File: src/rtl/target_select_fsm.sv
// Mode/coordinate controller feeding the seven-segment driver: selects ultrasonic or keyboard
// entry, filters PS/2 bytes into digits and quantises distance samples into 0..9 bins.
module target_select_fsm #(
    parameter int unsigned BIN_CM = 10,
    parameter int unsigned DIST_W = 9
) (
    input  logic              clk,
    input  logic              reset,
    input  logic              btn_ultra,
    input  logic              btn_key,
    input  logic              btn_back,
    input  logic              key_valid,
    input  logic [7:0]        key_code,
    input  logic              dist_valid,
    input  logic              dist_axis,
    input  logic [DIST_W-1:0] dist_cm,
    output logic [1:0]        state,
    output logic [3:0]        x,
    output logic [3:0]        y,
    output logic              target_valid,
    output logic              busy
);

    typedef enum logic [1:0] {
        ST_SEL   = 2'b00,
        ST_ULTRA = 2'b01,
        ST_KEYB  = 2'b10,
        ST_BAD   = 2'b11
    } state_t;

    localparam logic [3:0]        UNSET   = 4'hF;
    localparam logic [3:0]        MAX_BIN = 4'd9;
    localparam logic [DIST_W-1:0] BIN     = DIST_W'(BIN_CM);
    localparam logic [7:0]        KC_REL  = 8'hF0;
    localparam logic [7:0]        KC_EXT  = 8'hE0;
    localparam logic [7:0]        KC_BKSP = 8'h66;
    localparam logic [7:0]        KC_ENT  = 8'h5A;
    localparam logic [7:0]        KC_ESC  = 8'h76;

    state_t            state_q, state_d;
    logic [3:0]        x_q, x_d, y_q, y_d;
    logic              tv_q, tv_d, busy_q, busy_d;
    logic [1:0]        idx_q, idx_d;
    logic              rel_q, rel_d, ext_q, ext_d;
    logic [DIST_W-1:0] rem_q, rem_d;
    logic [3:0]        quo_q, quo_d;
    logic              axis_q, axis_d;
    logic              prev_u_q, prev_k_q, prev_b_q;
    logic              edge_u, edge_k, edge_b;
    logic              go_sel, enter;
    logic [4:0]        dig;

    // {valid, digit} for a set-2 make code
    function automatic logic [4:0] decode_digit(input logic [7:0] code);
        logic [4:0] r;
        r = 5'b0;
        case (code)
            8'h45: r = {1'b1, 4'd0};
            8'h16: r = {1'b1, 4'd1};
            8'h1E: r = {1'b1, 4'd2};
            8'h26: r = {1'b1, 4'd3};
            8'h25: r = {1'b1, 4'd4};
            8'h2E: r = {1'b1, 4'd5};
            8'h36: r = {1'b1, 4'd6};
            8'h3D: r = {1'b1, 4'd7};
            8'h3E: r = {1'b1, 4'd8};
            8'h46: r = {1'b1, 4'd9};
            default: r = 5'b0;
        endcase
        return r;
    endfunction

    assign edge_u = btn_ultra & ~prev_u_q;
    assign edge_k = btn_key   & ~prev_k_q;
    assign edge_b = btn_back  & ~prev_b_q;

    always_comb begin
        state_d = state_q;
        x_d     = x_q;
        y_d     = y_q;
        tv_d    = 1'b0;
        busy_d  = busy_q;
        idx_d   = idx_q;
        rel_d   = rel_q;
        ext_d   = ext_q;
        rem_d   = rem_q;
        quo_d   = quo_q;
        axis_d  = axis_q;
        go_sel  = 1'b0;
        enter   = 1'b0;
        dig     = decode_digit(key_code);

        case (state_q)
            ST_SEL: begin
                x_d    = UNSET;
                y_d    = UNSET;
                busy_d = 1'b0;
                if (edge_u && !edge_k) begin
                    state_d = ST_ULTRA;
                    enter   = 1'b1;
                end else if (edge_k && !edge_u) begin
                    state_d = ST_KEYB;
                    enter   = 1'b1;
                end
            end
            ST_ULTRA: begin
                if (edge_b) begin
                    go_sel = 1'b1;
                end else if (busy_q) begin
                    // one subtract per cycle, clamped at bin 9
                    if (rem_q >= BIN && quo_q < MAX_BIN) begin
                        rem_d = rem_q - BIN;
                        quo_d = quo_q + 4'd1;
                    end else begin
                        if (axis_q) y_d = quo_q;
                        else        x_d = quo_q;
                        tv_d   = 1'b1;
                        busy_d = 1'b0;
                    end
                end else if (dist_valid) begin
                    rem_d  = dist_cm;
                    axis_d = dist_axis;
                    quo_d  = 4'd0;
                    busy_d = 1'b1;
                end
            end
            ST_KEYB: begin
                if (edge_b) begin
                    go_sel = 1'b1;
                end else if (key_valid) begin
                    if (key_code == KC_REL) begin
                        rel_d = 1'b1;
                    end else if (key_code == KC_EXT) begin
                        ext_d = 1'b1;
                    end else if (rel_q || ext_q) begin
                        rel_d = 1'b0;
                        ext_d = 1'b0;
                    end else if (dig[4]) begin
                        if (idx_q == 2'd0) begin
                            x_d   = dig[3:0];
                            idx_d = 2'd1;
                        end else if (idx_q == 2'd1) begin
                            y_d   = dig[3:0];
                            idx_d = 2'd2;
                        end
                    end else if (key_code == KC_BKSP) begin
                        if (idx_q == 2'd2) begin
                            y_d   = UNSET;
                            idx_d = 2'd1;
                        end else if (idx_q == 2'd1) begin
                            x_d   = UNSET;
                            idx_d = 2'd0;
                        end
                    end else if (key_code == KC_ENT && idx_q == 2'd2) begin
                        tv_d  = 1'b1;
                        idx_d = 2'd0;
                    end else if (key_code == KC_ESC) begin
                        go_sel = 1'b1;
                    end
                end
            end
            default: go_sel = 1'b1;
        endcase

        // back/escape wins over any same-cycle event and aborts the divider
        if (go_sel) begin
            state_d = ST_SEL;
            x_d     = UNSET;
            y_d     = UNSET;
            tv_d    = 1'b0;
            busy_d  = 1'b0;
        end
        if (enter) begin
            x_d   = UNSET;
            y_d   = UNSET;
            idx_d = 2'd0;
            rel_d = 1'b0;
            ext_d = 1'b0;
        end
    end

    // button history follows the level during reset so a held button never fires
    always_ff @(posedge clk) begin
        prev_u_q <= btn_ultra;
        prev_k_q <= btn_key;
        prev_b_q <= btn_back;
        if (reset) begin
            state_q <= ST_SEL;
            x_q     <= UNSET;
            y_q     <= UNSET;
            tv_q    <= 1'b0;
            busy_q  <= 1'b0;
            idx_q   <= 2'd0;
            rel_q   <= 1'b0;
            ext_q   <= 1'b0;
            rem_q   <= '0;
            quo_q   <= 4'd0;
            axis_q  <= 1'b0;
        end else begin
            state_q <= state_d;
            x_q     <= x_d;
            y_q     <= y_d;
            tv_q    <= tv_d;
            busy_q  <= busy_d;
            idx_q   <= idx_d;
            rel_q   <= rel_d;
            ext_q   <= ext_d;
            rem_q   <= rem_d;
            quo_q   <= quo_d;
            axis_q  <= axis_d;
        end
    end

    assign state        = state_q;
    assign x            = x_q;
    assign y            = y_q;
    assign target_valid = tv_q;
    assign busy         = busy_q;

endmodule

File: config.mk
export PLATFORM = sky130hd
export DESIGN_NAME = target_select_fsm
export DESIGN_NICKNAME = d
export VERILOG_FILES = /design/src/rtl/target_select_fsm.sv
export SDC_FILE = /design/constraint.sdc
export NUM_CORES = 1
export LEC_CHECK = 0
export ABC_CLOCK_PERIOD_IN_PS = 3250
export BUFFER_PORTS_ARGS = -buffer_cell sky130_fd_sc_hd__buf_4
export CORE_ASPECT_RATIO = 0.9
export CORE_MARGIN = 2
export CORE_UTILIZATION = 42
export CTS_BUF_LIST = sky130_fd_sc_hd__clkbuf_16
export CTS_CLUSTER_SIZE = 16
export DETAILED_ROUTE_END_ITERATION = 12
export GPL_TIMING_DRIVEN = 0
export HOLD_SLACK_MARGIN = 0.1
export PLACE_DENSITY = 0.68
export SKIP_CTS_REPAIR_TIMING = 1
export SLEW_MARGIN = 30
export SYNTH_ARGS = -nofsm -noshare
export SYNTH_HDL_FRONTEND = slang
export SYNTH_SLANG_ARGS = --single-unit
File: constraint.sdc
create_clock -name clk -period 3.25 [get_ports clk]
set_clock_uncertainty 0.05 [all_clocks]
set_input_delay 0.65 -clock clk [delete_from_list [all_inputs] [get_ports clk]]
set_output_delay 0.65 -clock clk [all_outputs]
set_load 0.01 [all_outputs]
==> results.rst, run 1 <==
.. list-table::
   :header-rows: 1

   * - Metric
     - Value
   * - Run status
     - completed
   * - Number of antenna violations at the first check in global routing
     - 0
   * - Post-synthesis sequential element count
     - 33
   * - Pin count of the biggest net entering global routing
     - 11
   * - Port bufs
     - 32
   * - Number of iterations in the first detailed-routing pass
     - 4
   * - Master of the slowest instance on the critical path
     - a2111oi_2
   * - Core Rows
     - 24
   * - Proportion of layout cells with a drive suffix above 1
     - 19.3%
   * - PwrDens
     - between 400 and 500 nW/um2
   * - Clock tree from TritonCTS
     - built
   * - Buffer depth of the longest clock path
     - 2
   * - Ordered cell list for the critical path
     - ha_1 > clkbuf_1 > nand2_1 > a2111oi_2 > nand2_1 > xor2_1 > nor3_1
   * - Initial core utilization
     - 44.5%
   * - Final Hold Vio Count
     - 0
   * - Root Buffer
     - clkbuf_16
   * - Count of warnings emitted by yosys
     - 0
   * - Clock transition at the register clock pins on the worst setup and hold paths after CTS
     - 0.05 ns
   * - Die width
     - 80.1 um
   * - Layout Area Growth over Synthesis
     - 20.7%
   * - Share of flip-flops with an asynchronous set or reset
     - 0%
   * - Number of enable flip-flop cells after synthesis
     - 0
   * - Most crowded layer after global routing
     - met2
   * - Cell area after technology mapping
     - roughly 2200 um2
   * - Sort of element at the start of the critical path
     - flop
   * - Initial detailed-routing violation count
     - 140
   * - Max Slew Vio Count
     - 0
   * - Critical path class
     - reg -> reg
   * - WP buf/inv
     - 1
   * - Overall Global Routing Usage
     - about a fifth
   * - Most used cell, CP
     - nand2_1
   * - Overall die area
     - between 5000 and 6000 um2
   * - Number of different library cells in the post-synthesis netlist
     - 66
   * - Mean instance size in the synthesized netlist
     - between 8 and 9 um2
   * - Pin slew with the least headroom to its limit
     - between 0.8 and 0.9 ns
   * - Max-capacitance violation count
     - 0
   * - Number of clock buffers inserted by TritonCTS
     - 5
   * - Share of the yosys chip area belonging to registers
     - 30.2%
   * - Antenna viol nets, final
     - 0
   * - Worst-skew pair later-pin latency
     - between 0.2 and 0.3 ns
   * - Required time reported for the critical path endpoint
     - about 3.4 ns
   * - F_max
     - between 300 and 400 MHz
   * - Fin crit share
     - roughly four fifths
   * - Post-synth net total
     - 296
   * - Static Leak
     - between 1 and 1.5 nW
   * - Placeable core area
     - between 4000 and 5000 um2
   * - Crit-path max FO
     - 10
   * - Type of the worst min-delay path
     - in -> reg
   * - Arr. time, crit path
     - roughly 2.7 ns
   * - Number of diodes
     - 0
   * - Peak supply drop
     - 460 uV
   * - List of most frequent post-synthesis cells
     - 33 x dfxtp_1, 31 x nor2_1, 19 x nand2_1, 15 x o21ai_0
   * - Global-route met3 utilization
     - 4.73%
   * - First-pass GRT wire length
     - between 9000 and 10,000 um
   * - Met2 usage in global routing
     - between 20% and 30%
   * - Total Neg Setup Slack
     - 0 ns
   * - Avg Vias per Cell
     - about 5.7
   * - CTS H-tree lvls
     - 2
   * - Synthesized instance count
     - roughly 260
   * - Top flip-flop cell by instance count after synthesis
     - dfxtp_1
   * - Post-Route WL
     - 5280 um
   * - Overall overflow remaining after global route
     - 0
   * - Number of clock sinks
     - 33
   * - RSZ-0062 raised after global routing
     - no
   * - Post-layout power
     - 0.00106 W
   * - Grt met1 use
     - between 20 and 30%
   * - Weighted congestion reported at the end of routability-driven placement
     - about 0.86
   * - Max_slew headroom
     - roughly 42%
   * - Most area-consuming cells after synthesis
     - dfxtp_1 30%, nor2_1 5.3%, ha_1 5.1%, mux2i_1 5.0%, o21ai_0 3.4%
   * - Slowest Stage Delay on Critical Path
     - 0.73 ns
   * - # DRC
     - 0
   * - Number of nets in the layout
     - roughly 340
   * - Kind of cell adding the most delay to the critical path
     - compound AO/OA/AOI/OAI gates
   * - Tmin final
     - between 2 and 3 ns
   * - Vias after detailed routing
     - about 2,100
   * - Average routed wire per standard cell
     - 14.4 um
   * - Critical Path End Type
     - flop
   * - Overall die height
     - between 70 and 80 um
   * - Detailed placement HPWL
     - roughly 4000 um
   * - Vias in the first global route
     - around 2,000
   * - Total I/O pin count
     - 37
   * - Synth area leader
     - dfxtp_1
   * - Number of failing setup endpoints in the final timing report
     - 0
   * - Count leader, synth
     - dfxtp_1
   * - Portion of synthesized cell area occupied by the leading cell type
     - 30.2%
[cell families after synthesis]
kind of cell             count (synthesis)  synth area share [%]
AND/OR/NAND/NOR                        117                  31.0
AO/OA/AOI/OAI                           62                  21.8
flip-flops                              33                  30.2
buffers and inverters                   26                  4.97
multiplexers                            12                  5.71
adder cells (fa/ha/maj)                  9                  5.14
XOR/XNOR                                 3                  1.20
[stage by stage]
step | hold WS [ns] | setup WS, ns | cells | utilization [%] | area (um2)
2_1_floorplan | 0.402 | 0.882 | 262 | - | 2190
3_3_place_gp | 0.431 | 0.568 | 359 | 51.0 | 2510
3_5_place_dp | 0.438 | 0.573 | 359 | 51.0 | 2510
4_1_cts | 0.431 | 0.657 | 366 | 53.7 | 2650
5_1_grt | 0.430 | 0.383 | 366 | 53.7 | 2650
6_report | 0.437 | 0.655 | 366 | 53.7 | 2650
[sequential cells by signal (all words and copies together), names as in the netlist]
| register | flops |
|---|---|
| state | 2 |
| target_valid | 1 |
| prev_b_q | 1 |
| idx_q | 2 |
| rem_q | 9 |
| axis_q | 1 |
| prev_k_q | 1 |
| prev_u_q | 1 |
| x | 4 |
| y | 4 |
| busy | 1 |
| quo_q | 4 |
| rel_q | 1 |
| ext_q | 1 |
[power by group]
part / internal [W] / switching (W) / leakage, nW
Sequential: 0.000421 / 0.0000110 / 0.268
Combinational: 0.0000931 / 0.000107 / 0.683
Clock: 0.000273 / 0.000156 / 0.0685
Total: 0.000787 / 0.000273 / 1.02
[worst register-to-register path, cell delays in order (launching register included)]
cell	delay [ns]
dfxtp_1	0.45
ha_1	0.21
clkbuf_1	0.34
nand2_1	0.25
a2111oi_2	0.73
nand2_1	0.15
xor2_1	0.17
nor3_1	0.15
[layout by cell type, fill, tap and decap left out, types with 4 or more instances in the layout]
cell	n
buf_4	33
dfxtp_1	33
nor2_1	31
nand2_1	19
inv_1	15
o21ai_0	15
a21oi_1	14
mux2i_1	11
nor3_1	11
ha_1	9
clkbuf_1	6
nand3_1	6
nand2b_1	5
nor2b_1	5
nand4_1	5
clkbuf_16	5
nor4_1	4
[per-layer routing]
layer / vias to the layer above / part of all wire, %
met3: 9 / 7.9
li1: 1044 / -
met2: 72 / 43
met4: 0 / 1.7
met5: - / 0
met1: 964 / 48
[final timing paths]
kind / depth (start not counted) / slack [ns] / end / from
worst max-delay path: 7 / 0.66 / quo_q[2] / state[0]
worst min-delay path: 1 / 0.44 / prev_k_q / btn_key
worst min register to register: 2 / 0.45 / rem_q[2] / rem_q[2]
worst max register to register: 7 / 0.66 / quo_q[2] / state[0]
[final cells by class]
type | count | area, um2
fillers | 492 | 2280
multi-input cells | 203 | 1420
flip-flops and latches | 33 | 661
repair buffers | 32 | 240
clock buffers | 5 | 125
well taps | 65 | 81.3
plain buffers | 12 | 56.3
inverters | 14 | 52.6
clock inverters | 2 | 7.51
(Power assumes the default switching activity.)
==> inputs of run 2 (changes only) <==
Settings changed: ABC_CLOCK_PERIOD_IN_PS 3250 to 2550.
Clock period 3.25 ns to 2.55 ns, I/O delays scaled along.
==> run 2 against run 1 <==
Clock power is 28% higher; register-to-register slack worse by 0.45 ns; core utilization is 0.89 points higher; total power is 28% higher; via count is 0.14% lower; largest power group unchanged; global-route usage stayed put; final cell count stayed put; hold slack worse by 0.14 ns; sequential power is 28% higher; first-iteration DRC count is 0.71% lower; sequential cell count stayed put; non-clock buffer count stayed put.
==> results.rst, run 2 (synthesis gave the netlist of run 1 again) <==
.. list-table::
   :header-rows: 1

   * - Metric
     - Value
   * - Run status
     - completed (unchanged)
   * - Clock transition at the register clock pins on the worst setup and hold paths after CTS
     - 0.05 ns (about the same)
   * - # DRC
     - 0 (unchanged)
   * - Port bufs
     - 32 (unchanged)
   * - Core Rows
     - 24 (unchanged)
   * - Switching Fraction
     - 26.1% (was 25.8%)
   * - Weighted congestion reported at the end of routability-driven placement
     - 0.858 (unchanged)
   * - Detailed placement HPWL
     - 3990 um (unchanged)
   * - Portion of total power attributed to sequential cells
     - 40.4% (was 40.7%)
   * - Number of antenna violations at the first check in global routing
     - 0 (unchanged)
   * - Proportion of layout cells with a drive suffix above 1
     - 21.9% (was 19.3%)
   * - Count of placed standard cells including taps
     - 359 (unchanged)
   * - Met1 Wirelength
     - 2690 um (was 2520 um)
   * - Wire length on met2
     - 2260 um (was 2250 um)
   * - Initial core utilization
     - 44.5% (unchanged)
   * - Number of nets in the layout
     - 335 (unchanged)
   * - Max Slew Vio Count
     - 0 (unchanged)
   * - Peak supply drop
     - 585 uV (was 460 uV)
   * - Clock tree from TritonCTS
     - built (unchanged)
   * - Slack of the worst reg-to-reg path
     - 0.21 ns (was 0.66 ns)
   * - Largest Register
     - rem_q (unchanged)
   * - Final-layout worst hold slack
     - 0.296 ns (was 0.437 ns)
   * - PwrDens
     - 506 nW/um2 (was 401 nW/um2)
   * - Total I/O pin count
     - 37 (unchanged)
   * - Overall Global Routing Usage
     - 19.7% (unchanged)
   * - Clock share of power
     - 40.4% (about the same)
   * - Buffer depth of the longest clock path
     - 2 (unchanged)
   * - Internal power
     - 0.00101 W (was 0.000787 W)
   * - Worst min-delay path endpoint
     - prev_k_q (unchanged)
   * - Launch point of the worst reg-to-reg path
     - busy (was state[0])
   * - Worst-skew pair later-pin latency
     - 0.27 ns (about the same)
   * - Pin count of the biggest net entering global routing
     - 11 (unchanged)
   * - RSZ-0062 raised after global routing
     - no (unchanged)
   * - Overall overflow remaining after global route
     - 0 (unchanged)
   * - Most common library cell in the layout ignoring fill and taps
     - buf_4
   * - Switching power total
     - 0.000355 W (was 0.000273 W)
   * - Static Leak
     - 1.04 nW (was 1.02 nW)
   * - Met3 layer wire length in the routed design
     - 292 um (was 416 um)
   * - Critical path class
     - reg -> reg (unchanged)
   * - Sort of element at the start of the critical path
     - flop (unchanged)
   * - Filler cell count in the final layout
     - 487 (was 492)
   * - Number of clock buffers inserted by TritonCTS
     - 5 (unchanged)
   * - Average routed wire per standard cell
     - 14.6 um (was 14.4 um)
   * - Layout Area Growth over Synthesis
     - 22.7% (was 20.7%)
   * - Max_slew headroom
     - 49.6% (was 42.2%)
   * - Number of failing setup endpoints in the final timing report
     - 0 (unchanged)
   * - Worst reg2reg path depth
     - 6 (was 7)
   * - Combinational share of power
     - 19.2% (was 18.9%)
   * - Arr. time, crit path
     - 2.49 ns (was 2.73 ns)
   * - End-of-flow core utilization
     - 54.6% (was 53.7%)
   * - Die width
     - 80.1 um (unchanged)
   * - Number of cells on the worst hold path
     - 1 (unchanged)
   * - Required time reported for the critical path endpoint
     - 2.69 ns (was 3.39 ns)
   * - Placeable core area
     - 4920 um2 (unchanged)
   * - Vias in the first global route
     - 1,959 (unchanged)
   * - Crit-path max FO
     - 6 (was 10)
   * - Fin crit share
     - 91.8% (was 79.8%)
   * - Tmin final
     - 2.34 ns (was 2.59 ns)
   * - Overall die height
     - 72.5 um (unchanged)
   * - Initial detailed-routing violation count
     - 139 (was 140)
   * - Max-capacitance violation count
     - 0 (unchanged)
   * - Post-layout power
     - 0.00136 W (was 0.00106 W)
   * - Pin slew with the least headroom to its limit
     - 0.750 ns (was 0.866 ns)
   * - Critical Path End Type
     - flop (unchanged)
   * - Number of clock sinks
     - 33 (unchanged)
   * - F_max
     - 427 MHz (was 385 MHz)
   * - Overall die area
     - 5810 um2 (unchanged)
   * - First-pass GRT wire length
     - 9050 um (unchanged)
   * - Flip-flop count of the largest register, all copies and words added
     - 9 (unchanged)
   * - Post-route non-filler standard cell count
     - 366 (unchanged)
   * - Launch instance of the worst min-delay path
     - btn_key (unchanged)
   * - Commonest cells after routing, fill and taps aside
     - 33 x buf_4, 32 x dfxtp_1, 31 x nor2_1 (was 33 x buf_4, 33 x dfxtp_1, 31 x nor2_1)
   * - Final Hold Vio Count
     - 0 (unchanged)
   * - Type of the worst min-delay path
     - in -> reg (unchanged)
   * - Antenna viol nets, final
     - 0 (unchanged)
   * - Root Buffer
     - clkbuf_16 (unchanged)
   * - Number of diodes
     - 0 (unchanged)
   * - CTS H-tree lvls
     - 2 (unchanged)
   * - Avg Vias per Cell
     - 5.70 (was 5.71)
   * - Post-Route WL
     - 5330 um (was 5280 um)
   * - Number of iterations in the first detailed-routing pass
     - 5 (was 4)
   * - Highest layer used for signal routing
     - met4 (unchanged)
   * - Vias after detailed routing
     - 2,086 (was 2,089)
   * - Reg-to-reg endpoint
     - y[3] (was quo_q[2])
==> run 2: cell counts in the layout (fill, tap and decap cells not counted) <==
No cell type changed its count.
==> run 2: power groups by stage <==
stage                     sequential [W]  clock (W)  combinational [W]
after global routing            0.000553   0.000587           0.000285
final                           0.000550   0.000550           0.000261
after detailed placement        0.000560          0           0.000254
after floorplan                 0.000564          0           0.000163
after CTS                       0.000549   0.000562           0.000255
after global placement          0.000559          0           0.000251
==> run 2: cell type report <==
class | instances | area (um2) | area share, %
Timing Repair Buffer | 32 | 240 | 8.93
Inverter | 14 | 52.6 | 1.95
Multi-Input combinational cell | 203 | 1460 | 54.4
Clock buffer | 5 | 125 | 4.65
Tap cell | 65 | 81.3 | 3.02
Buffer | 12 | 58.8 | 2.19
Clock inverter | 2 | 7.51 | 0.279
Sequential cell | 33 | 662 | 24.6
==> run 2: per-layer routing <==
layer / vias up / GRT usage [%]
met2: 57 / 29.8
li1: 1048 / -
met1: 971 / 27.5
met5: - / 0
met3: 10 / 4.73
met4: 0 / 6.40
==> run 2: stage by stage <==
stage	TNS (ns)	worst slack (ns)	area (um2)
2_1_floorplan	0	0.322	2190
3_3_place_gp	0	0.00818	2510
3_5_place_dp	-0.000223	-0.000223	2510
4_1_cts	-0.0429	-0.0429	2650
5_1_grt	0	0.0474	2690
6_report	0	0.208	2690
==> run 2: worst max path at each step <==
stage,start,slack [ns],to
2_1_floorplan,key_code[1],0.32,idx_q[0]
3_3_place_gp,key_code[7],0.008,y[2]
3_5_place_dp,state[0],-0.0002,quo_q[2]
4_1_cts,state[0],-0.04,quo_q[2]
5_1_grt,rem_q[1],0.05,x[3]
6_report,busy,0.21,y[3]
==> run 2: worst max-delay path, stage by stage, from the launching register on <==
cell and delay, ns:
dfxtp_1 0.33, clkbuf_1 0.28, nor4b_2 0.50, a41oi_1 0.28
a311oi_4 0.31, a21boi_4 0.29, a2bb2oi_1 0.22
==> inputs of run 3 (changes only) <==
Settings changed: CORE_MARGIN 2 to unset, CORE_UTILIZATION 42 to 35, PLACE_DENSITY 0.68 to 0.59.
==> run 3 against run 2 <==
Sequential share of layout area is 0.10 points lower; total power is 1.2% higher; final cell count is 1.6% higher; die area is 13% higher; hold slack worse by 0.0063 ns; combinational power hardly changed.
==> results.rst, run 3 (synthesis gave the netlist of run 1 again) <==
.. list-table::
   :header-rows: 1

   * - Metric
     - Value
   * - Largest Register
     - rem_q (unchanged)
   * - Switching Fraction
     - 26.7% (was 26.1%)
   * - Pre-CTS setup slack
     - -0.0135 ns (was -0.000223 ns)
   * - Reg-to-reg endpoint
     - y[1] (was y[3])
   * - Tmin final
     - 2.38 ns (was 2.34 ns)
   * - Overall Global Routing Usage
     - 17.4% (was 19.7%)
   * - Post-route non-filler standard cell count
     - 372 (was 366)
   * - Filler cell count in the final layout
     - 605 (was 487)
   * - Internal power
     - 0.00101 W (about the same)
   * - Number of cells on the worst hold path
     - 1 (unchanged)
   * - # DRC
     - 0 (unchanged)
   * - Overall die height
     - 77.1 um (was 72.5 um)
   * - Clock tree from TritonCTS
     - built (unchanged)
   * - Final Hold Vio Count
     - 0 (unchanged)
   * - Total I/O pin count
     - 37 (unchanged)
   * - Fin crit share
     - 93.4% (was 91.8%)
   * - Total Neg Setup Slack
     - 0 ns (unchanged)
   * - Commonest cells after routing, fill and taps aside
     - 33 x buf_4, 33 x dfxtp_1, 31 x nor2_1 (was 33 x buf_4, 32 x dfxtp_1, 31 x nor2_1)
   * - Number of nets in the layout
     - 335 (unchanged)
   * - Layout Area Growth over Synthesis
     - 23.0% (was 22.7%)
   * - Max_slew headroom
     - 47.6% (was 49.6%)
   * - Die width
     - 85.4 um (was 80.1 um)
   * - Slowest Stage Delay on Critical Path
     - 0.43 ns (was 0.50 ns)
   * - Crit path setup slack, layout
     - 0.169 ns (was 0.208 ns)
   * - Master of the slowest instance on the critical path
     - dfxtp_1 (was nor4b_2)
   * - Buffer depth of the longest clock path
     - 2 (unchanged)
   * - Clock transition at the register clock pins on the worst setup and hold paths after CTS
     - 0.05 ns (about the same)
   * - Area occupied by registers
     - 661 um2 (was 662 um2)
   * - Pin slew with the least headroom to its limit
     - 0.778 ns (was 0.750 ns)
   * - Combinational share of power
     - 19.0% (was 19.2%)
   * - Run status
     - completed (unchanged)
   * - Core Rows
     - 26 (was 24)
   * - Worst-skew pair later-pin latency
     - 0.27 ns (about the same)
   * - Critical Path End Type
     - flop (unchanged)
   * - Most used cell, CP
     - nor2_1
   * - Number of diodes
     - 0 (unchanged)
   * - Port bufs
     - 32 (unchanged)
   * - Proportion of layout cells with a drive suffix above 1
     - 21.5% (was 21.9%)
   * - Number of clock sinks
     - 33 (unchanged)
   * - Vias in the first global route
     - 1,925 (was 1,959)
   * - Weighted congestion reported at the end of routability-driven placement
     - 0.859 (was 0.858)
   * - Crit-path max FO
     - 10 (was 6)
   * - Area of the multi-input gates
     - 1460 um2 (about the same)
   * - Pin count of the biggest net entering global routing
     - 11 (unchanged)
   * - Launch point of the worst reg-to-reg path
     - state[0] (was busy)
   * - Max-capacitance violation count
     - 0 (unchanged)
   * - Critical path class
     - reg -> reg (unchanged)
   * - Average routed wire per standard cell
     - 15.1 um (was 14.6 um)
   * - Detailed placement HPWL
     - 4120 um (was 3990 um)
   * - Portion of total power attributed to sequential cells
     - 39.9% (was 40.4%)
   * - Number of failing setup endpoints in the final timing report
     - 0 (unchanged)
   * - Switching power total
     - 0.000368 W (was 0.000355 W)
   * - Initial core utilization
     - 37.4% (was 44.5%)
   * - Arr. time, crit path
     - 2.47 ns (was 2.49 ns)
   * - Peak supply drop
     - 352 uV (was 585 uV)
   * - Worst reg2reg path depth
     - 9 (was 6)
   * - Number of iterations in the first detailed-routing pass
     - 4 (was 5)
   * - Worst min-delay path endpoint
     - prev_u_q (was prev_k_q)
   * - Root Buffer
     - clkbuf_16 (unchanged)
   * - Slack of the worst reg-to-reg path
     - 0.17 ns (was 0.21 ns)
   * - Avg Vias per Cell
     - 5.59 (was 5.70)
   * - Overall die area
     - 6580 um2 (was 5810 um2)
   * - Static Leak
     - 1.04 nW (about the same)
   * - Number of clock buffers inserted by TritonCTS
     - 5 (unchanged)
   * - First-pass GRT wire length
     - 9290 um (was 9050 um)
   * - Launch instance of the worst min-delay path
     - btn_ultra (was btn_key)
   * - Clock share of power
     - 41.1% (was 40.4%)
   * - Antenna viol nets, final
     - 0 (unchanged)
   * - Overall overflow remaining after global route
     - 0 (unchanged)
   * - Ordered cell list for the critical path
     - inv_1 > ha_1 > clkbuf_2 > nor2_1 > nor2_1 > nor3_2 > nand4_1 > a221oi_1 > mux2i_1 (was clkbuf_1 > nor4b_2 > a41oi_1 > a311oi_4 > a21boi_4 > a2bb2oi_1)
   * - Placeable core area
     - 5860 um2 (was 4920 um2)
   * - Max Slew Vio Count
     - 0 (unchanged)
   * - PwrDens
     - 511 nW/um2 (was 506 nW/um2)
   * - Sort of element at the start of the critical path
     - flop (unchanged)
   * - Vias after detailed routing
     - 2,078 (was 2,086)
   * - F_max
     - 420 MHz (was 427 MHz)
   * - Number of antenna violations at the first check in global routing
     - 0 (unchanged)
   * - Type of the worst min-delay path
     - in -> reg (unchanged)
   * - Flip-flop count of the largest register, all copies and words added
     - 9 (unchanged)
   * - Initial detailed-routing violation count
     - 153 (was 139)
   * - CTS H-tree lvls
     - 2 (unchanged)
   * - Post-Route WL
     - 5620 um (was 5330 um)
   * - Required time reported for the critical path endpoint
     - 2.64 ns (was 2.69 ns)
   * - Count of placed standard cells including taps
     - 364 (was 359)
## run 3: cell count changes in the layout (fill, tap and decap cells not counted)
| cell | change |
|---|---|
| a221oi_1 | +1 |
| a221oi_2 | -1 |
| clkinv_1 | -1 |
| clkinvlp_4 | +1 |
| dfxtp_1 | +1 |
| dfxtp_2 | -1 |
| inv_1 | +1 |
## run 3: layer usage
| layer | up-vias | global-route usage (%) | share of wire (%) |
|---|---|---|---|
| met5 | - | 0 | 0 |
| met4 | 0 | 4.50 | 0.75 |
| met3 | 4 | 3.55 | 3.5 |
| met2 | 46 | 25.2 | 43 |
| met1 | 981 | 26.0 | 52 |
| li1 | 1047 | - | - |
## run 3: worst max path at each step
stage | start | endpoint | slack (ns) | depth (start not counted)
after global placement | key_code[1] | idx_q[0] | -0.005 | 7
after CTS | state[0] | quo_q[2] | -0.02 | 7
after global routing | state[0] | y[1] | -0.02 | 9
after detailed placement | key_code[1] | idx_q[0] | -0.01 | 7
final | state[0] | y[1] | 0.17 | 9
after floorplan | key_code[1] | idx_q[0] | 0.32 | 6
## run 3: cell type report
class / count / share of cell area [%]
Buffer: 12 / 2.18
Tap cell: 70 / 3.25
Clock buffer: 5 / 4.64
Clock inverter: 3 / 0.557
Timing Repair Buffer: 32 / 8.91
Inverter: 14 / 1.95
Multi-Input combinational cell: 203 / 54.0
Sequential cell: 33 / 24.5
## run 3: metrics by stage
step                hold WS (ns)  power, W  area (um2)  utilization (%)
CTS                        0.288   0.00139        2660             45.4
global route               0.286   0.00145        2700             46.0
global placement           0.432  0.000813        2520             43.0
finish                     0.290   0.00138        2700             46.0
floorplan                  0.402  0.000727        2190                -
detailed placement         0.436  0.000816        2520             43.0
## run 3: critical path, delay by kind of cell (launching register included)
kind                     cells  cell delay [ns]
AND/OR/NAND/NOR              4             0.67
flip-flops                   1             0.43
AO/OA/AOI/OAI                1             0.42
buffers and inverters        2             0.31
adder cells (fa/ha/maj)      1             0.22
multiplexers                 1             0.13
## run 3: power groups by stage
| stage | logic [W] | registers [W] | clock network, W |
|---|---|---|---|
| floorplan | 0.000163 | 0.000564 | 0 |
| global placement | 0.000254 | 0.000559 | 0 |
| detailed placement | 0.000256 | 0.000560 | 0 |
| CTS | 0.000260 | 0.000549 | 0.000578 |
| global route | 0.000287 | 0.000551 | 0.000609 |
| finish | 0.000262 | 0.000550 | 0.000566 |
